## src/rtl/exec_cc_stage.sv

```systemverilog
// Y86-64 execute back end: condition-code register, jXX/cmovXX condition
// evaluation and the E->M pipeline register with stall/bubble.
module exec_cc_stage #(
  parameter int W = 64
) (
  input  logic         clk,
  input  logic         reset,
  input  logic         in_valid,
  input  logic [3:0]   icode,
  input  logic [3:0]   ifun,
  input  logic [W-1:0] alu_result,
  input  logic         alu_ovf,
  input  logic [3:0]   dstE,
  input  logic         cc_block,
  input  logic         stall,
  input  logic         bubble,
  output logic         cnd,
  output logic         cc_zf,
  output logic         cc_sf,
  output logic         cc_of,
  output logic         m_valid,
  output logic [W-1:0] m_valE,
  output logic         m_cnd,
  output logic [3:0]   m_dstE
);
  localparam logic [3:0] I_RRMOV = 4'd2;
  localparam logic [3:0] I_OPQ   = 4'd6;
  localparam logic [3:0] I_JXX   = 4'd7;
  localparam logic [3:0] R_NONE  = 4'hF;

  logic         r_zf, r_sf, r_of;
  logic         r_m_valid, r_m_cnd;
  logic [W-1:0] r_m_valE;
  logic [3:0]   r_m_dstE;
  logic         w_cond, w_lt, w_set_cc;
  logic [3:0]   w_dstE;

  // Conditions read the stored flags only; an OPq in this cycle is not bypassed.
  always_comb begin
    w_lt   = r_sf ^ r_of;
    w_cond = 1'b0;
    case (ifun)
      4'd0:    w_cond = 1'b1;
      4'd1:    w_cond = w_lt | r_zf;
      4'd2:    w_cond = w_lt;
      4'd3:    w_cond = r_zf;
      4'd4:    w_cond = ~r_zf;
      4'd5:    w_cond = ~w_lt;
      4'd6:    w_cond = ~w_lt & ~r_zf;
      default: w_cond = 1'b0;
    endcase
  end

  assign cnd      = ((icode == I_RRMOV) || (icode == I_JXX)) ? w_cond : 1'b0;
  assign w_set_cc = in_valid & (icode == I_OPQ) & ~cc_block & ~stall & ~bubble;
  // A not-taken cmov, or an invalid slot, must not write the register file.
  assign w_dstE   = (!in_valid || ((icode == I_RRMOV) && !cnd)) ? R_NONE : dstE;

  always_ff @(posedge clk) begin
    if (reset) begin
      r_zf      <= 1'b1;
      r_sf      <= 1'b0;
      r_of      <= 1'b0;
      r_m_valid <= 1'b0;
      r_m_valE  <= '0;
      r_m_cnd   <= 1'b0;
      r_m_dstE  <= R_NONE;
    end else begin
      if (w_set_cc) begin
        r_zf <= (alu_result == '0);
        r_sf <= alu_result[W-1];
        r_of <= alu_ovf;
      end
      if (!stall) begin
        if (bubble) begin
          r_m_valid <= 1'b0;
          r_m_valE  <= '0;
          r_m_cnd   <= 1'b0;
          r_m_dstE  <= R_NONE;
        end else begin
          r_m_valid <= in_valid;
          r_m_valE  <= alu_result;
          r_m_cnd   <= cnd;
          r_m_dstE  <= w_dstE;
        end
      end
    end
  end

  assign cc_zf   = r_zf;
  assign cc_sf   = r_sf;
  assign cc_of   = r_of;
  assign m_valid = r_m_valid;
  assign m_valE  = r_m_valE;
  assign m_cnd   = r_m_cnd;
  assign m_dstE  = r_m_dstE;
endmodule

```

## config.mk

```make
export PLATFORM = sky130hd
export DESIGN_NAME = exec_cc_stage
export DESIGN_NICKNAME = d
export VERILOG_FILES = /design/src/rtl/exec_cc_stage.sv
export SDC_FILE = /design/constraint.sdc
export NUM_CORES = 1
export LEC_CHECK = 0
export CAP_MARGIN = 20
export CORE_MARGIN = 1
export CORE_UTILIZATION = 41
export DETAILED_ROUTE_END_ITERATION = 10
export GPL_TIMING_DRIVEN = 0
export PLACE_DENSITY = 0.92
export RECOVER_POWER = 25
export SETUP_SLACK_MARGIN = 0.4
export SYNTH_ARGS = -nofsm -noshare
export SYNTH_HDL_FRONTEND = slang
export SYNTH_SLANG_ARGS = --single-unit
```

## constraint.sdc

```tcl
create_clock -name clk -period 4.67 [get_ports clk]
set_input_delay 1.401 -clock clk [delete_from_list [all_inputs] [get_ports clk]]
set_output_delay 1.401 -clock clk [all_outputs]
set_load 0.01 [all_outputs]
```

-- Word level (Yosys, flattened, before mapping)
Index checks and enable logic that the tools add are counted.
- eq/ne operators: 9
- muxes and demuxes: 7
- bitwise gates (word level): 12
- reduce and logical (&&, ||, !) cells: 7
- operators with widths (operator ; count):
    $logic_not A64 Y1 ; 1
    $mux W64 ; 1
    $eq A4 B3 Y1 const B ; 5
    $eq A4 B2 Y1 const B ; 3
    $mux W4 ; 2
    $pmux W1 S7 ; 1
    $and A1 B1 Y1 ; 5
    $not A1 Y1 ; 5
    $eq A4 B1 Y1 const B ; 1
    $logic_not A4 Y1 ; 1
    $mux W1 ; 3
    $logic_not A1 Y1 ; 2
    $logic_or A1 B1 Y1 ; 2
    $logic_and A1 B1 Y1 ; 1
    $or A1 B1 Y1 ; 1
    $xor A1 B1 Y1 ; 1
- bits in registers: 73
- input bits: 83
- output and inout bits: 74
- word-level logic and storage cells: 42

-- Longest topological paths before layout
Gate-level depths: netlist of the first run.
- depth in word-level cells: 10
- mapped depth: 7
- depth with buffers taken out: 5

-- Least setup slack after synthesis of the first run
Ideal clock, no wire load.
- path type: input port to output port
- start point: in ifun[0]
- end point: out cnd
- arrival time: 2.286 ns
- required time: 3.269 ns
- setup slack: 0.983 ns
- cell stages on the path: 4
- buffers on the path: 0
- path through: nor2b_1 a2111oi_0 o31ai_1 a21oi_2
- word-level cells in the longest chain between the ends: 3
- elaborated cells on any way between the ends: 9
- those cells by class: 6 x eq/ne; 2 x mux; 1 x reduce/logical
- RTL lines (item ; line ; RTL):
    start: declaration ; 10 ; input logic [3:0] ifun,
    $eq A4 B3 Y1 (tied with other cells) ; 42 ; case (ifun)
    $pmux W1 S7 (*) ; 42 ;
    $mux W1 (*) ; 54 ; assign cnd = ((icode == I_RRMOV) || (icode == I_JXX)) ? w_cond : 1'b0;
    end: declaration ; 17 ; output logic cnd,
Mark *: on every way between the ends. The rest lies on a longest branch, timed or not.

-- Final worst setup path of the first run
- start point: in icode[0]
- end point: out cnd
- word-level cells in the longest chain between the ends: 3
- elaborated cells on any way between the ends: 4
- those cells by class: 2 x eq/ne; 1 x mux; 1 x reduce/logical
- RTL lines (item ; line ; RTL):
    start: declaration ; 9 ; input logic [3:0] icode,
    $eq A4 B2 Y1 / $eq A4 B3 Y1 (equally long branches) ; 54 ;
    $logic_or A1 B1 Y1 (*) ; 54 ;
    $mux W1 (*) ; 54 ;
Marks and branches as above.

==> impl_results.html, run 1 <==
<table>
<tr><th>Metric</th><th>Value</th></tr>
<tr><th colspan="2">Yosys</th></tr>
<tr><td>Avg Cell Area, Syn</td><td>9.40 sq um</td></tr>
<tr><td>Synth warn</td><td>0</td></tr>
<tr><td>Synth Cell Area</td><td>2720 sq um</td></tr>
<tr><td>Count of cell types in the netlist</td><td>33</td></tr>
<tr><td>Number of flops mapped to enable cells by yosys</td><td>0</td></tr>
<tr><td>Most common flop cell mapped by yosys</td><td>sky130_fd_sc_hd__dfxtp_1</td></tr>
<tr><td>Synthesized flop and latch total</td><td>73</td></tr>
<tr><td>Count of mapped cells out of synthesis</td><td>289</td></tr>
<tr><td>Share of synthesized flip-flops with an asynchronous set or reset</td><td>0%</td></tr>
<tr><td>Number of nets produced by synthesis</td><td>372</td></tr>
<tr><td>Portion of the post-synthesis area used by sequential elements</td><td>53.8%</td></tr>
<tr><th colspan="2">Global route</th></tr>
<tr><td>Fraction of met3 tracks used by global routing</td><td>5.86%</td></tr>
<tr><td>Number of global-route vias before repair</td><td>2,907</td></tr>
<tr><td>GR Util met1</td><td>29.6%</td></tr>
<tr><td>M2 GR Usage</td><td>43.9%</td></tr>
<tr><td>Total GRT Usage</td><td>25.4%</td></tr>
<tr><td>GRT Max-Usage Layer</td><td>met2</td></tr>
<tr><td>Maximum number of pins on one net before global-route repair</td><td>12</td></tr>
<tr><td>Number of antenna violations at the first check in global routing</td><td>0</td></tr>
<tr><td>Gr ovfl total</td><td>0</td></tr>
<tr><td>Wire length of the first global-routing pass</td><td>14.0 mm</td></tr>
<tr><th colspan="2">Timing</th></tr>
<tr><td>Final number of hold-violating endpoints</td><td>0</td></tr>
<tr><td>Max Fclk</td><td>0.239 GHz</td></tr>
<tr><td>Final-report setup violation count</td><td>0</td></tr>
<tr><td>Final hold slack</td><td>0.472 ns</td></tr>
<tr><td>Transition at the pin with the smallest max-transition slack</td><td>0.797 ns</td></tr>
<tr><td>Setup repair after global routing missed its margin</td><td>no</td></tr>
<tr><td>Final max-slew violation count</td><td>0</td></tr>
<tr><td>Final Cycle Share</td><td>89.4%</td></tr>
<tr><td>Shortest period the worst path allows</td><td>4.18 ns</td></tr>
<tr><td>Relative slew slack</td><td>46.7%</td></tr>
<tr><td>Setup Skew</td><td>0.00122 ns</td></tr>
<tr><td>Final sum of negative setup slack</td><td>0 ns</td></tr>
<tr><th colspan="2">Placement</th></tr>
<tr><td>HPWL after detailed placement</td><td>6.83 mm</td></tr>
<tr><td>Count of input and output buffers</td><td>154</td></tr>
<tr><td>Weighted congestion reported at the end of routability-driven placement</td><td>0.864</td></tr>
<tr><th colspan="2">Routing</th></tr>
<tr><td>Avg Vias per Cell</td><td>5.61</td></tr>
<tr><td>Detailed router's first-iteration violation count</td><td>129</td></tr>
<tr><td>Overall routed net length</td><td>8.90 mm</td></tr>
<tr><td>Via count</td><td>3,010</td></tr>
<tr><td>Antenna Violating Nets Remaining</td><td>0</td></tr>
<tr><td>Number of iterations in the first detailed-routing pass</td><td>4</td></tr>
<tr><td>Remaining DRCs</td><td>0</td></tr>
<tr><td>Avg WL per Cell</td><td>16.6 um</td></tr>
<tr><th colspan="2">Finish</th></tr>
<tr><td>Commonest non-fill, non-tap cells in the layout</td><td>sky130_fd_sc_hd__clkdlybuf4s50_1, sky130_fd_sc_hd__dfxtp_1, sky130_fd_sc_hd__nor2_1, sky130_fd_sc_hd__a22oi_1, sky130_fd_sc_hd__clkbuf_1</td></tr>
<tr><td>Inserted Diodes</td><td>0</td></tr>
<tr><td>Final net count</td><td>538</td></tr>
<tr><td>Fraction of final layout cells with drive strength greater than 1</td><td>5.22%</td></tr>
<tr><td>Area growth from synthesis to layout</td><td>66.2%</td></tr>
<tr><td>Leading cell type in the layout, fill and taps excluded</td><td>sky130_fd_sc_hd__clkdlybuf4s50_1</td></tr>
<tr><th colspan="2">Pwr</th></tr>
<tr><td>Static Leak</td><td>0.00166 uW</td></tr>
<tr><td>Power density over the cells</td><td>290 nW/um^2</td></tr>
<tr><td>Worst voltage drop across the vdd grid</td><td>0.000276 V</td></tr>
<tr><th colspan="2">Clocking</th></tr>
<tr><td>Clock transition at the registers of the reported paths</td><td>0.07 ns</td></tr>
<tr><td>Cell chosen for the clock root</td><td>sky130_fd_sc_hd__clkbuf_8</td></tr>
<tr><td>Clock buffer count from CTS</td><td>9</td></tr>
<tr><td>Number of sinks handled by clock tree synthesis</td><td>73</td></tr>
<tr><td>Clock latency on the worst-skew pair</td><td>0.33 ns</td></tr>
<tr><td>Number of H-tree branching levels</td><td>3</td></tr>
<tr><td>Post-CTS Hold Fix Bufs</td><td>0</td></tr>
<tr><td>Bufs on Longest Clock Path</td><td>2</td></tr>
<tr><td>TritonCTS clock tree</td><td>done</td></tr>
<tr><th colspan="2">Floorplan</th></tr>
<tr><td>Starting density of the core</td><td>42.5%</td></tr>
<tr><td>Floorplan die area</td><td>6950 sq um</td></tr>
<tr><td>Die Height</td><td>83.4 um</td></tr>
<tr><td>Top-Level Pins</td><td>157</td></tr>
<tr><td>Core Area</td><td>6390 sq um</td></tr>
<tr><td>Horizontal die dimension</td><td>83.4 um</td></tr>
<tr><td>Count of standard-cell rows</td><td>29</td></tr>
<tr><th colspan="2">Setup path</th></tr>
<tr><td>End of the critical path</td><td>cnd</td></tr>
<tr><td>Number of cells on the worst reg-to-reg path</td><td>6</td></tr>
<tr><td>Buffers plus inverters on the worst setup path</td><td>2</td></tr>
<tr><td>Longest individual stage delay on the worst path</td><td>0.43 ns</td></tr>
<tr><td>Worst r2r dst</td><td>m_dstE[0]$_SDFFE_PP1N_</td></tr>
<tr><td>Startpoint type of the worst setup path</td><td>primary input</td></tr>
<tr><td>CP Capture Type</td><td>primary output</td></tr>
<tr><td>Maximum fanout along the worst path</td><td>2</td></tr>
<tr><td>Number of logic stages on the critical path including buffering</td><td>6</td></tr>
<tr><td>Endpoint required time on the critical path</td><td>3.27 ns</td></tr>
<tr><td>Crit path max-delay cell type</td><td>sky130_fd_sc_hd__clkdlybuf4s50_1</td></tr>
<tr><td>Worst reg2reg startpoint</td><td>cc_zf$_SDFFE_PP1P_</td></tr>
<tr><td>Register-to-register setup slack</td><td>3.09 ns</td></tr>
<tr><td>Chain of cells forming the critical path</td><td>clkdlybuf4s50_1 -&gt; xor2_1 -&gt; a2111oi_2 -&gt; o31ai_1 -&gt; a21oi_2 -&gt; buf_2</td></tr>
<tr><td>CP Data Arrival Time</td><td>2.78 ns</td></tr>
<tr><td>Critical path origin</td><td>icode[0]</td></tr>
<tr><td>Start-to-end type of the worst setup path</td><td>primary input to primary output</td></tr>
<tr><td>Gate family responsible for the most delay along the worst path</td><td>compound AO/OA/AOI/OAI gates</td></tr>
<tr><th colspan="2">Outcome</th></tr>
<tr><td>Outcome</td><td>finished, final reports clean</td></tr>
<tr><th colspan="2">Run</th></tr>
<tr><td>Number of max-capacitance violations reported</td><td>0</td></tr>
<tr><th colspan="2">Worst hold path</th></tr>
<tr><td>Worst min path class</td><td>flip-flop to flip-flop</td></tr>
</table>
## how the worst min path moves through the flow
stage	from	to	slack [ns]	depth (start not counted)
6_report	m_cnd$_SDFFE_PP0N_	m_cnd$_SDFFE_PP0N_	0.47	2
4_1_cts	m_cnd$_SDFFE_PP0N_	m_cnd$_SDFFE_PP0N_	0.47	2
5_1_grt	m_valid$_SDFFE_PP0N_	m_valid$_SDFFE_PP0N_	0.51	2
3_3_place_gp	m_valid$_SDFFE_PP0N_	m_valid$_SDFFE_PP0N_	0.45	2
2_1_floorplan	m_valid$_SDFFE_PP0N_	m_valid$_SDFFE_PP0N_	0.49	2
3_5_place_dp	m_cnd$_SDFFE_PP0N_	m_cnd$_SDFFE_PP0N_	0.46	2
## worst min-delay path, stage by stage, from the launching register on
cell and delay, ns:
sky130_fd_sc_hd__dfxtp_1 0.31, sky130_fd_sc_hd__nand2_1 0.06, sky130_fd_sc_hd__o2bb2ai_1 0.06
## cell type report
type | instances | area [sq um]
fillers | 491 | 1870
repair buffers | 155 | 1540
flip-flops and latches | 73 | 1460
multi-input cells | 191 | 1140
clock buffers | 13 | 159
plain buffers | 24 | 97.6
well taps | 77 | 96.3
clock inverters | 3 | 15.0
inverters | 1 | 3.75
## synthesized netlist by cell type, types with 3 or more instances
library cell	count	area, sq um
sky130_fd_sc_hd__clkbuf_1	15	56.3
sky130_fd_sc_hd__nand2_1	3	11.3
sky130_fd_sc_hd__nor4_1	16	100
sky130_fd_sc_hd__a22oi_1	62	465
sky130_fd_sc_hd__nand4_1	4	25.0
sky130_fd_sc_hd__a21oi_1	5	25.0
sky130_fd_sc_hd__o41ai_1	4	35.0
sky130_fd_sc_hd__buf_1	7	26.3
sky130_fd_sc_hd__dfxtp_1	73	1460
sky130_fd_sc_hd__o22ai_1	4	25.0
sky130_fd_sc_hd__nor2_1	70	263
## cells by family after synthesis
family                    share of synthesized area, %
AOI/OAI and AO/OA                                 22.1
xor gates and xnor gates                         0.645
buffers and inverters                             3.87
DFF                                               53.8
muxes                                            0.737
and+or+nand+nor                                   18.9
## timing repair
action | CTS | global route
pin swaps | 0 | 1
resized for setup | 7 | 0
endpoints found under the setup margin | 1 | 1
buffers inserted | 1 | 0
## per-stage QoR
stage          util (%)  power [uW]  std cells  setup WS (ns)  area [sq um]
2_1_floorplan         -         743        289          0.983          2720
3_3_place_gp       68.2         881        520         -0.248          4350
3_5_place_dp       68.2         887        520         -0.280          4350
4_1_cts            71.0        1320        537          0.487          4540
5_1_grt            70.7        1370        537          0.406          4520
6_report           70.7        1310        537          0.494          4520
## metal layers
layer | wire (um) | share of wire (%) | vias up
li1 | - | - | 1410
met1 | 3550 | 40 | 1416
met2 | 4330 | 49 | 156
met3 | 713 | 8.0 | 28
met4 | 311 | 3.5 | 0
met5 | 0 | 0 | -
## power by group
| group | total [uW] | switching (uW) | internal [uW] |
|---|---|---|---|
| registers | 657 | 11.9 | 645 |
| logic | 216 | 93.1 | 122 |
| clock network | 437 | 217 | 220 |
## sequential cells by signal, indices dropped and copies added (netlist names)
signal / count
m_cnd: 1
cc_zf: 1
cc_sf: 1
cc_of: 1
m_dstE: 4
m_valE: 64
m_valid: 1
(Power assumes the default switching activity.)
==> run 2, diff against run 1 <==
- PLACE_DENSITY: 0.92 -> 0.88
==> run 2 against run 1 <==
Largest cell class unchanged. Fmax down 0.54%. Routed wire length down 2.4%. Flip-flop and latch count unchanged.
==> impl_results.html, run 2 (synthesis gave the netlist of run 1 again) <==
<table>
<tr><th>Metric</th><th>Value</th></tr>
<tr><th colspan="2">Timing</th></tr>
<tr><td>Relative slew slack</td><td>50.1% (+3.4 points)</td></tr>
<tr><td>Final max-slew violation count</td><td>0 (unchanged)</td></tr>
<tr><td>Final hold slack</td><td>0.481 ns (+0.00894 ns)</td></tr>
<tr><td>Final-report setup violation count</td><td>0 (unchanged)</td></tr>
<tr><td>Transition at the pin with the smallest max-transition slack</td><td>0.745 ns (-0.0514 ns)</td></tr>
<tr><td>Final number of hold-violating endpoints</td><td>0 (unchanged)</td></tr>
<tr><td>Setup Skew</td><td>0.00184 ns (+0.000629 ns)</td></tr>
<tr><td>Final Cycle Share</td><td>89.9% (+0.48 points)</td></tr>
<tr><td>Setup repair after global routing missed its margin</td><td>no</td></tr>
<tr><td>Shortest period the worst path allows</td><td>4.20 ns (+0.0226 ns)</td></tr>
<tr><td>Max Fclk</td><td>0.238 GHz (-0.54%)</td></tr>
<tr><th colspan="2">Pwr</th></tr>
<tr><td>Power density over the cells</td><td>300 nW/um^2 (+3.6%)</td></tr>
<tr><td>Static Leak</td><td>0.00165 uW (-0.35%)</td></tr>
<tr><td>Worst voltage drop across the vdd grid</td><td>0.000217 V (-21%)</td></tr>
<tr><td>Total power consumption of the routed design</td><td>1370 uW (+4.3%)</td></tr>
<tr><th colspan="2">Clocking</th></tr>
<tr><td>Post-CTS Hold Fix Bufs</td><td>0 (unchanged)</td></tr>
<tr><td>Clock transition at the registers of the reported paths</td><td>0.07 ns (about the same)</td></tr>
<tr><td>Number of H-tree branching levels</td><td>3 (unchanged)</td></tr>
<tr><td>Bufs on Longest Clock Path</td><td>2 (unchanged)</td></tr>
<tr><td>TritonCTS clock tree</td><td>done</td></tr>
<tr><td>Clock buffer count from CTS</td><td>9 (unchanged)</td></tr>
<tr><td>Cell chosen for the clock root</td><td>sky130_fd_sc_hd__clkbuf_8</td></tr>
<tr><td>Number of sinks handled by clock tree synthesis</td><td>73 (unchanged)</td></tr>
<tr><td>Clock latency on the worst-skew pair</td><td>0.33 ns (about the same)</td></tr>
<tr><th colspan="2">Floorplan</th></tr>
<tr><td>Core Area</td><td>6390 sq um (unchanged)</td></tr>
<tr><td>Starting density of the core</td><td>42.5% (unchanged)</td></tr>
<tr><td>Horizontal die dimension</td><td>83.4 um (unchanged)</td></tr>
<tr><td>Count of standard-cell rows</td><td>29 (unchanged)</td></tr>
<tr><td>Die Height</td><td>83.4 um (unchanged)</td></tr>
<tr><td>Top-Level Pins</td><td>157 (unchanged)</td></tr>
<tr><td>Floorplan die area</td><td>6950 sq um (unchanged)</td></tr>
<tr><th colspan="2">Routing</th></tr>
<tr><td>Antenna Violating Nets Remaining</td><td>0 (unchanged)</td></tr>
<tr><td>Remaining DRCs</td><td>0 (unchanged)</td></tr>
<tr><td>Detailed router's first-iteration violation count</td><td>139 (+7.8%)</td></tr>
<tr><td>Avg Vias per Cell</td><td>5.46 (-2.6%)</td></tr>
<tr><td>Number of iterations in the first detailed-routing pass</td><td>5 (+1)</td></tr>
<tr><td>Overall routed net length</td><td>8.69 mm (-2.4%)</td></tr>
<tr><td>Via count</td><td>2,931 (-2.6%)</td></tr>
<tr><td>Avg WL per Cell</td><td>16.2 um (-2.4%)</td></tr>
<tr><th colspan="2">Placement</th></tr>
<tr><td>Weighted congestion reported at the end of routability-driven placement</td><td>0.796 (-7.8%)</td></tr>
<tr><td>HPWL after detailed placement</td><td>6.67 mm (-2.4%)</td></tr>
<tr><td>Count of input and output buffers</td><td>154 (unchanged)</td></tr>
<tr><th colspan="2">Global route</th></tr>
<tr><td>Number of global-route vias before repair</td><td>2,805 (-3.5%)</td></tr>
<tr><td>Wire length of the first global-routing pass</td><td>13.9 mm (-1.1%)</td></tr>
<tr><td>Maximum number of pins on one net before global-route repair</td><td>14 (+2)</td></tr>
<tr><td>Gr ovfl total</td><td>0 (unchanged)</td></tr>
<tr><td>Total GRT Usage</td><td>25.2% (-0.19 points)</td></tr>
<tr><td>Number of antenna violations at the first check in global routing</td><td>0 (unchanged)</td></tr>
<tr><th colspan="2">Finish</th></tr>
<tr><td>Leading cell type in the layout, fill and taps excluded</td><td>sky130_fd_sc_hd__clkdlybuf4s50_1</td></tr>
<tr><td>Fraction of final layout cells with drive strength greater than 1</td><td>5.65% (+0.43 points)</td></tr>
<tr><td>Commonest non-fill, non-tap cells in the layout</td><td>sky130_fd_sc_hd__clkdlybuf4s50_1, sky130_fd_sc_hd__dfxtp_1, sky130_fd_sc_hd__nor2_1, sky130_fd_sc_hd__a22oi_1, sky130_fd_sc_hd__clkbuf_1</td></tr>
<tr><td>Flip-flop count of the largest register after layout</td><td>64 (unchanged)</td></tr>
<tr><td>Post-layout util</td><td>71.2% (+0.45 points)</td></tr>
<tr><td>Inserted Diodes</td><td>0 (unchanged)</td></tr>
<tr><td>Final net count</td><td>538 (unchanged)</td></tr>
<tr><td>Area growth from synthesis to layout</td><td>67.3%</td></tr>
<tr><th colspan="2">Setup path</th></tr>
<tr><td>CP Data Arrival Time</td><td>2.80 ns (+0.02 ns)</td></tr>
<tr><td>Maximum fanout along the worst path</td><td>3 (+1)</td></tr>
<tr><td>Register-to-register setup slack</td><td>3.07 ns (-0.02 ns)</td></tr>
<tr><td>CP Capture Type</td><td>primary output</td></tr>
<tr><td>Start-to-end type of the worst setup path</td><td>primary input to primary output</td></tr>
<tr><td>Endpoint required time on the critical path</td><td>3.27 ns (about the same)</td></tr>
<tr><td>Startpoint type of the worst setup path</td><td>primary input</td></tr>
<tr><th colspan="2">Run</th></tr>
<tr><td>Number of max-capacitance violations reported</td><td>0 (unchanged)</td></tr>
<tr><th colspan="2">Worst hold path</th></tr>
<tr><td>Worst min path class</td><td>flip-flop to flip-flop</td></tr>
<tr><th colspan="2">Outcome</th></tr>
<tr><td>Outcome</td><td>finished, final reports clean</td></tr>
</table>
run 2: through the flow:
stage	setup TNS, ns	instances	area [sq um]	worst slack [ns]
global route	0	537	4540	0.401
CTS	0	537	4560	0.405
finish	0	537	4540	0.471
detailed placement	-0.248	520	4350	-0.248
global placement	-0.232	520	4350	-0.232
floorplan	0	289	2720	0.983
run 2: critical path: stages:
cell and delay (ns):
sky130_fd_sc_hd__clkdlybuf4s50_1 0.44, sky130_fd_sc_hd__nor2b_1 0.17, sky130_fd_sc_hd__a2111oi_2 0.30, sky130_fd_sc_hd__o31ai_1 0.13
sky130_fd_sc_hd__a21oi_2 0.18, sky130_fd_sc_hd__buf_2 0.16
run 2: final timing paths:
kind / startpoint / to / cells past startpoint
worst min-delay path: m_cnd$_SDFFE_PP0N_ / m_cnd$_SDFFE_PP0N_ / 2
worst max register to register: cc_zf$_SDFFE_PP1P_ / m_dstE[1]$_SDFFE_PP1N_ / 6
worst min register to register: m_cnd$_SDFFE_PP0N_ / m_cnd$_SDFFE_PP0N_ / 2
worst max-delay path: ifun[0] / cnd / 6
run 2: repair_timing:
| action | 4_1_cts | 5_1_grt |
|---|---|---|
| pin swaps | 1 | 1 |
| endpoints found under the hold margin | 0 | 0 |
| cloned | 0 | 0 |
| setup buffers | 1 | 0 |
| endpoints found under the setup margin | 1 | 1 |
| gates resized for setup | 6 | 1 |
run 2: layout make-up:
type                    count  area (sq um)
fillers                   487          1840
repair buffers            155          1540
flip-flops and latches     73          1460
multi-input cells         191          1140
clock buffers              10           138
plain buffers              24          97.6
well taps                  77          96.3
clock inverters             6          65.1
inverters                   1          3.75
run 2: layer usage:
layer,wire length [um],GRT usage [%],vias up
met4,208,11.9,0
li1,-,-,1397
met2,4260,41.7,121
met1,3650,30.6,1396
met3,574,6.26,17
met5,0,0,-
run 2: power by group:
group          internal (uW)  switching (uW)  total, uW
logic                    123            92.6        216
registers                644            11.8        656
clock network            262             231        493
